==> src/rtl/result_collect_wb.sv <==
// ----------------------------------------------------------------------------
// result_collect_wb
//
// Return path of the operand demux. Every dispatched operation records its
// opcode and destination register in an in-order completion queue. Results
// are taken only from the functional unit that owns the head entry. Each
// accepted result is parked in a single output register until the register
// file takes it. A drain and a new accept may happen in the same cycle, so
// sustained throughput is one result per cycle.
//
// Ports
//   clk, rst          clock; synchronous active-high reset
//   issue_valid/ready dispatch handshake (ready = queue not full)
//   issue_opcode/rd   opcode (0..6 legal) and destination of the dispatched op
//   illegal_op        one-cycle pulse: handshake attempted with opcode > 6
//   unit_valid/ready  per-unit result handshake, bit k = opcode k
//                     (add, sub, mul, div, and, or, xor)
//   *_res             per-unit result values
//   wb_valid/ready    writeback handshake toward the register file
//   wb_data/wb_rd     writeback value and destination
//   stray_result      one-cycle pulse: a unit other than the head's unit was valid
// ----------------------------------------------------------------------------
module result_collect_wb #(
    parameter int N        = 16,
    parameter int SEL_LINE = 4,
    parameter int RD_W     = 4,
    parameter int DEPTH    = 4
) (
    input  logic                clk,
    input  logic                rst,
    input  logic                issue_valid,
    output logic                issue_ready,
    input  logic [SEL_LINE-1:0] issue_opcode,
    input  logic [RD_W-1:0]     issue_rd,
    output logic                illegal_op,
    input  logic [6:0]          unit_valid,
    output logic [6:0]          unit_ready,
    input  logic [N-1:0]        add_res,
    input  logic [N-1:0]        sub_res,
    input  logic [N-1:0]        mul_res,
    input  logic [N-1:0]        div_res,
    input  logic [N-1:0]        and_res,
    input  logic [N-1:0]        or_res,
    input  logic [N-1:0]        xor_res,
    output logic                wb_valid,
    input  logic                wb_ready,
    output logic [N-1:0]        wb_data,
    output logic [RD_W-1:0]     wb_rd,
    output logic                stray_result
);

    localparam int PTR_W     = $clog2(DEPTH);
    localparam int NUM_UNITS = 7;

    localparam logic [SEL_LINE-1:0] OP_ADD = SEL_LINE'(0);
    localparam logic [SEL_LINE-1:0] OP_SUB = SEL_LINE'(1);
    localparam logic [SEL_LINE-1:0] OP_MUL = SEL_LINE'(2);
    localparam logic [SEL_LINE-1:0] OP_DIV = SEL_LINE'(3);
    localparam logic [SEL_LINE-1:0] OP_AND = SEL_LINE'(4);
    localparam logic [SEL_LINE-1:0] OP_OR  = SEL_LINE'(5);
    localparam logic [SEL_LINE-1:0] OP_XOR = SEL_LINE'(6);

    typedef struct packed {
        logic [SEL_LINE-1:0] opcode;
        logic [RD_W-1:0]     rd;
    } entry_t;

    entry_t           queue_mem [DEPTH];
    logic [PTR_W-1:0] rd_ptr;
    logic [PTR_W-1:0] wr_ptr;
    logic [PTR_W:0]   count;

    entry_t           head;
    logic             not_empty;
    logic             legal;
    logic             push;
    logic             accept;
    logic             slot_free;
    logic             stray_next;
    logic [6:0]       head_onehot;
    logic [N-1:0]     head_result;

    assign head        = queue_mem[rd_ptr];
    assign not_empty   = (count != '0);
    assign issue_ready = (count < (PTR_W+1)'(DEPTH));
    assign legal       = (issue_opcode <= OP_XOR);
    assign push        = issue_valid & issue_ready & legal;
    assign slot_free   = ~wb_valid | wb_ready;

    // Only the head's unit is eligible; an empty queue owns no unit.
    // NOTE: every always_comb output gets a default first so no path leaves
    // it unassigned, which would otherwise infer a latch.
    always_comb begin
        head_onehot = '0;
        for (int k = 0; k < NUM_UNITS; k++) begin
            if (not_empty && head.opcode == SEL_LINE'(k)) begin
                head_onehot[k] = 1'b1;
            end
        end
    end

    assign unit_ready = slot_free ? head_onehot : '0;
    assign accept     = |(unit_valid & unit_ready);
    // The head's own unit waiting on a full slot is backpressure, not a stray.
    assign stray_next = |(unit_valid & ~head_onehot);

    always_comb begin
        head_result = '0;
        case (head.opcode)
            OP_ADD:  head_result = add_res;
            OP_SUB:  head_result = sub_res;
            OP_MUL:  head_result = mul_res;
            OP_DIV:  head_result = div_res;
            OP_AND:  head_result = and_res;
            OP_OR:   head_result = or_res;
            OP_XOR:  head_result = xor_res;
            default: head_result = '0;
        endcase
    end

    // NOTE: queue storage carries no reset; an entry is only read once count
    // covers it, so clearing the pointers and count is enough.
    always_ff @(posedge clk) begin
        if (push) begin
            queue_mem[wr_ptr] <= '{opcode: issue_opcode, rd: issue_rd};
        end
    end

    // NOTE: state is updated with non-blocking assignments so every register
    // samples the pre-edge values, independent of statement order.
    always_ff @(posedge clk) begin
        if (rst) begin
            rd_ptr       <= '0;
            wr_ptr       <= '0;
            count        <= '0;
            wb_valid     <= 1'b0;
            wb_data      <= '0;
            wb_rd        <= '0;
            illegal_op   <= 1'b0;
            stray_result <= 1'b0;
        end else begin
            illegal_op   <= issue_valid & issue_ready & ~legal;
            stray_result <= stray_next;

            // Pointers wrap naturally because DEPTH is a power of two.
            if (push)   wr_ptr <= wr_ptr + PTR_W'(1);
            if (accept) rd_ptr <= rd_ptr + PTR_W'(1);

            case ({push, accept})
                2'b10:   count <= count + (PTR_W+1)'(1);
                2'b01:   count <= count - (PTR_W+1)'(1);
                default: count <= count;
            endcase

            // An accept overrides a drain in the same cycle: back-to-back.
            if (accept) begin
                wb_valid <= 1'b1;
                wb_data  <= head_result;
                wb_rd    <= head.rd;
            end else if (wb_ready) begin
                wb_valid <= 1'b0;
            end
        end
    end

endmodule

==> config.mk <==
export PLATFORM = sky130hd
export DESIGN_NAME = result_collect_wb
export DESIGN_NICKNAME = d
export VERILOG_FILES = /design/src/rtl/result_collect_wb.sv
export SDC_FILE = /design/constraint.sdc
export NUM_CORES = 1
export LEC_CHECK = 0
export BUFFER_PORTS_ARGS = -buffer_cell sky130_fd_sc_hd__buf_2
export CELL_PAD_IN_SITES_DETAIL_PLACEMENT = 1
export CELL_PAD_IN_SITES_GLOBAL_PLACEMENT = 1
export CORE_MARGIN = 2
export CORE_UTILIZATION = 36
export DETAILED_ROUTE_END_ITERATION = 12
export PLACE_DENSITY = 0.81
export RECOVER_POWER = 50
export SETUP_SLACK_MARGIN = 0.5
export SLEW_MARGIN = 30
export SYNTH_ARGS = -nofsm -noshare
export SYNTH_HDL_FRONTEND = slang
export SYNTH_SLANG_ARGS = --single-unit
==> constraint.sdc <==
create_clock -name clk -period 3.9 [get_ports clk]
set_clock_uncertainty 0.1 [all_clocks]
set_input_delay 0.975 -clock clk [delete_from_list [all_inputs] [get_ports clk]]
set_output_delay 0.975 -clock clk [all_outputs]
set_load 0.03 [all_outputs]
==> impl_metrics.ini, run 1 <==
[run_status]
status = finished clean

[synth]
synth-warning-count = 0
ys_seq_area_share_pct = 42.36
netlist_area_um2 = 3781
avgSynthCellArea_um2 = 10.33
yosys.area.top_type = edfxtp_1
netlist.area_leader.share_pct = 25.41
synthArstFlopShare_pct = 0
ys_types = 62
synth_common_cells = 32 x dfxtp_1, 32 x edfxtp_1, 31 x nor2_1
syn-instance-count = 366
ys_top_cells_by_area = edfxtp_1 25%, dfxtp_1 17%, mux2i_1 4.5%
synth_fp_nets = 503
synth_edf_count = 32
synth-main-ff-cell = edfxtp_1
synth.ff_latch_count = 64

[global_routing]
grt_pass1_vias = 4112
grt_pass1_wl_mm = 21.58
track_usage_pct = 25.06
grt_max_degree = 30
grt_antenna_before_repair = 0
grt_remaining_overflow = 0

[cells_and_area]
stdcell_area_um2 = 5124
drive_gt1_share_pct = 38.85
areaGrowthSynthToFinish_pct = 35.51
antennaDiodeCount = 0
nNetsFinal = 670

[sta]
fmax_mhz = 300.8
setup-tns-final_ns = 0
setup_viol_count_final = 0
fin_ws_ns = 0.5755
fin_crit_sh_pct = 85.24
tightest_slew_ns = 0.8771
hold_violations = 0
whs_ns = 0.3747
period_needed_ns = 3.325
slew_viol_final = 0
relSlewSlack_pct = 41.41
rsz0062_at_grt = yes

[critical_path]
crit_end = count[2]
critPathSlowestCell = mux4_2
crit_type = reg2reg
crit_path_end_kind = register
startpoint_type = register
cp.arrival_ns = 3.50
reg2reg_to = count[2]
path_cells = mux4_2 -> buf_4 -> nor2_2 -> a22o_1 -> a21o_1 -> nand2_4 -> inv_6 -> ha_2 -> inv_1 -> fa_1 -> xor2_1 -> or3_1 -> a21oi_2
max_stage_delay_ns = 0.58
reg2reg_slack_ns = 0.58
reg2reg_depth = 13
crit_fanout = 8
crit_required_ns = 4.07

[power_and_ir_drop]
pwr-share-comb_pct = 30.8
pwr-share-clk_pct = 29.4
p_total_w = 0.001910
internal-power_w = 0.001289
p_seq_share_pct = 39.7
switching_share_pct = 32.53
cellPowerDensity_nw_per_um2 = 372.8
p_switching_w = 0.0006213
worst_ir_drop_vdd_mv = 0.2682
leakagePower_nw = 2.032

[clocking]
clock_latency_ns = 0.34
cts_buffers = 9
cts.sink_count = 64
clock_path_buffers = 2
cts-root-buf = clkbuf_8
cts_tree = yes
hold_buffers = 0
clk_pin_slew_ns = 0.07
htree_levels = 3

[detailed_routing]
num_vias = 3781
drtIter0Drc = 190
final_antenna_net_count = 0
wire_per_inst_um = 21.17
wl_mm = 14.27
viasPerCell = 5.610
drc = 0
firstDrtPassIters = 4

[die]
core-area_um2 = 10280
fp.dieW_um = 106.5
start_util_pct = 36.79
die_area_um2 = 11340
num_rows = 37
io_pins = 162
chipHeight_um = 106.5

[placed_design]
place_hpwl_mm = 10.72
place_area_um2 = 4765
portBuffers = 161
dpl_worst_slack_ns = 0.4023
routabilityCongestion = 0.8837

[min_path]
hold_path_class = reg2reg

[job]
maxCapViolCount = 0
[cell usage in the layout, fill, tap and decap left out, types with 3 or more instances in the layout]
| cell type | instances |
|---|---|
| buf_6 | 4 |
| o211a_1 | 5 |
| nand3_1 | 7 |
| o21a_1 | 3 |
| clkbuf_8 | 12 |
| o22a_1 | 3 |
| a21oi_1 | 20 |
| a22oi_1 | 20 |
| ha_1 | 4 |
| o21ai_0 | 9 |
| nand2_1 | 4 |
| o41ai_1 | 4 |
| a22o_1 | 3 |
| nor2b_1 | 10 |
| clkbuf_1 | 33 |
| nor2_1 | 29 |
| dfxtp_1 | 30 |
| mux4_2 | 9 |
| mux2i_1 | 16 |
| inv_1 | 9 |
| o211ai_1 | 8 |
| and2_1 | 5 |
| a211oi_1 | 9 |
| edfxtp_1 | 32 |
| a2bb2oi_1 | 4 |
| a31oi_1 | 5 |
| nand4_1 | 3 |
| mux2_2 | 9 |
| nor3_1 | 8 |
| a2111oi_0 | 3 |
| a221oi_1 | 5 |
| buf_2 | 125 |
| nand2b_1 | 3 |
| buf_4 | 23 |
| mux2_1 | 5 |
[power by group through the flow]
stage	Sequential, W	Combinational (W)	Clock [W]
2_1_floorplan	0.000799	0.000303	0
3_3_place_gp	0.000772	0.000525	0
3_5_place_dp	0.000773	0.000538	0
4_1_cts	0.000759	0.000552	0.000580
5_1_grt	0.000763	0.000631	0.000607
6_report	0.000759	0.000589	0.000562
[registers in the layout, indices dropped and copies added, names as in the netlist, named ones only]
register / cells
wb_data: 16
rd_ptr: 2
wr_ptr: 2
stray_result: 1
wb_rd: 4
count: 3
queue_mem: 32
wb_valid: 1
illegal_op: 1
[worst min path at each step]
stage / start / endpoint / depth (start not counted) / slack, ns
4_1_cts: wb_data[13] / wb_data[13] / 2 / 0.38
6_report: wb_data[13] / wb_data[13] / 2 / 0.37
3_3_place_gp: wb_data[9] / wb_data[9] / 1 / 0.37
3_5_place_dp: wb_data[13] / wb_data[13] / 2 / 0.37
5_1_grt: wb_rd[2] / wb_rd[2] / 2 / 0.42
2_1_floorplan: count[2] / illegal_op / 1 / 0.36
[cells by family after synthesis]
logic type / Yosys count / synth area share (%)
simple gates: 97 / 13.53
xor+xnor: 3 / 0.6950
compound gates: 116 / 22.37
mux: 40 / 14.23
buf+inv: 40 / 4.632
fa+ha+maj: 6 / 2.184
flops: 64 / 42.36
[through the flow]
step           util, %  cells
2_1_floorplan        -    366
3_3_place_gp     46.36    648
6_report         49.85    674
5_1_grt          49.85    674
3_5_place_dp     46.36    648
4_1_cts          48.77    667
[final cells by class]
| class | instances | area (um2) |
|---|---|---|
| Tap cell | 136 | 170.2 |
| Fill cell | 1226 | 5154 |
| Sequential cell | 64 | 1607 |
| Timing Repair Buffer | 186 | 1008 |
| Clock buffer | 14 | 193.9 |
| Multi-Input combinational cell | 262 | 2092 |
| Clock inverter | 2 | 10.01 |
| Inverter | 10 | 42.54 |
[per-layer routing]
layer  global-route usage, %  up-vias  routed length [um]
met5                       0        -                   0
met2                   45.10      168                7256
met3                   5.395       40                 975
met4                   10.11        0                 456
li1                        -     1771                   -
met1                   28.81     1802                5583
[worst max-delay path, delay by kind of cell (launching register included)]
family	cells	cell delay (ns)
adders and majority gates	2	0.55
and+or+nand+nor	3	0.57
xor gates and xnor gates	1	0.16
DFF	1	0.41
muxes	1	0.58
AOI/OAI and AO/OA	3	0.58
buffers and inverters	3	0.30
[what timing repair did]
action,in CTS,in global routing
setup buffers,3,6
gates resized for setup,12,21
gates cloned,0,1
setup endpoints to repair,8,7
pin swaps,0,3
Note: power is estimated with default switching activity, not from simulation.
==> run 2: changes to the inputs <==
--- a/config.mk
+++ b/config.mk
@@ -8,6 +8,7 @@
 export BUFFER_PORTS_ARGS = -buffer_cell sky130_fd_sc_hd__buf_2
 export CELL_PAD_IN_SITES_DETAIL_PLACEMENT = 1
 export CELL_PAD_IN_SITES_GLOBAL_PLACEMENT = 1
+export CORE_ASPECT_RATIO = 0.9
 export CORE_MARGIN = 2
 export CORE_UTILIZATION = 36
 export DETAILED_ROUTE_END_ITERATION = 12
==> run 2 against run 1 <==
  * Critical path depth shrank 8
  * Count of clock-buffer cells in the layout decreased by 1
  * Power increased by 14%
  * Global-route usage up 0.62 points
  * First-iteration DRC count is 16% higher
  * Die area is essentially flat
  * Highest routed layer unchanged
==> impl_metrics.ini, run 2 (synthesis gave the netlist of run 1 again) <==
[global_routing]
grt_pass1_vias = 4104
grt_remaining_overflow = 0
track_usage_pct = 25.68
grt_antenna_before_repair = 0
grt_max_degree = 28
grt_pass1_wl_mm = 22.07

[sta]
fmax_mhz = 297.8
fin_crit_sh_pct = 86.11
setup_viol_count_final = 0
hold_violations = 0
period_needed_ns = 3.358
relSlewSlack_pct = 46.15
slew_viol_final = 0
tightest_slew_ns = 0.8061
setup-tns-final_ns = 0
rsz0062_at_grt = no

[power_and_ir_drop]
worst_ir_drop_vdd_mv = 0.2976
leakagePower_nw = 2.045
cellPowerDensity_nw_per_um2 = 424.1

[detailed_routing]
final_antenna_net_count = 0
drt-met1-wl_mm = 5.635
wl_met2_mm = 7.640
top_layer = met4
drc = 0
firstDrtPassIters = 4
drtIter0Drc = 220
num_vias = 3774
wl_met3_um = 987
wire_per_inst_um = 22.09
viasPerCell = 5.675
wl_mm = 14.69

[run_status]
status = finished clean

[cells_and_area]
layout_commonest_cell = buf_2
drive_gt1_share_pct = 38.25
reg.largest.list = queue_mem: 32 flops, wb_data: 16 flops, wb_rd: 4 flops
top_register = queue_mem
antennaDiodeCount = 0
nNetsFinal = 668
final_cell_mix = 126 x buf_2, 35 x clkbuf_1, 32 x edfxtp_1, 30 x dfxtp_1, 29 x nor2_1
stdcell_count = 665
largest_reg_flops = 32
stdcell_area_um2 = 5156
fillers = 1214
areaGrowthSynthToFinish_pct = 36.37

[job]
maxCapViolCount = 0

[die]
io_pins = 162
fp.dieW_um = 112.0
die_area_um2 = 11340
num_rows = 35
core-area_um2 = 10250
chipHeight_um = 101.2
start_util_pct = 36.90

[placed_design]
routabilityCongestion = 0.8994
place_hpwl_mm = 11.44
dp_cells = 642
portBuffers = 161
place_area_um2 = 4763

[critical_path]
crit_path_end_kind = primary output
startpoint_type = input pin
crit_required_ns = 2.82
crit_fanout = 11
cp.arrival_ns = 2.28
crit_type = in2out
reg2reg_depth = 12

[clocking]
cts_buffers = 9
clock_path_buffers = 2
cts.sink_count = 64
clk_pin_slew_ns = 0.05
clock_latency_ns = 0.33
cts_tree = yes
htree_levels = 3
cts-root-buf = clkbuf_16

[min_path]
hold_depth = 1
hold_path_class = reg2reg
-- run 2: cell count changes in the layout (fill, tap and decap cells not counted), sizes merged --
cell,change
bufinv,+2
clkinvlp,+1
clkbuf,-1
buf,-2
clkinv,-2
-- run 2: metal layers --
layer	track usage [%]	up-vias
met4	12.48	0
met1	28.91	1836
met5	0	-
li1	-	1760
met3	5.087	28
met2	47.13	150
-- run 2: cell type report --
class	count	area (um2)	share of cell area (%)
well taps	129	161.4	3.130
flip-flops and latches	64	1607	31.16
clock buffers	13	250.2	4.853
inverters	10	42.54	0.8250
clock inverters	3	67.56	1.310
repair buffers	184	957.2	18.56
multi-input cells	262	2071	40.16
-- run 2: path summary, 6_finish.rpt --
path / startpoint / slack (ns) / endpoint
min reg2reg: wb_data[9] / 0.37 / wb_data[9]
min: wb_data[9] / 0.37 / wb_data[9]
max reg2reg: register / 0.62 / count[2]
max: wb_ready / 0.54 / unit_ready[5]
-- run 2: stage by stage --
step / util [%] / hold slack [ns] / setup slack [ns] / total power, W
4_1_cts: 49.98 / 0.3741 / 0.4942 / 0.002191
5_1_grt: 50.32 / 0.4096 / 0.4919 / 0.002278
3_5_place_dp: 46.48 / 0.3615 / 0.2141 / 0.001321
6_report: 50.32 / 0.3728 / 0.5417 / 0.002187
2_1_floorplan: - / 0.3554 / 0.5044 / 0.001102
3_3_place_gp: 46.48 / 0.3632 / 0.3718 / 0.001306
-- run 2: critical path, stage by stage --
cell and delay, ns:
buf_2 0.07, nand2b_1 0.17, nand2b_1 0.36, nor4_2 0.45
buf_2 0.26
-- run 2: repair_timing --
| action | 4_1_cts | 5_1_grt |
|---|---|---|
| hold buffers | 0 | 0 |
| gates resized for setup | 8 | 16 |
| setup buffers | 4 | 3 |
| pin swaps | 0 | 1 |
| setup endpoints to repair | 8 | 6 |
-- run 2: power breakdown --
group / leakage [nW] / internal [W] / switching, W
Clock: 0.150 / 0.000577 / 0.000278
Combinational: 1.34 / 0.000225 / 0.000347
Sequential: 0.551 / 0.000738 / 0.0000212
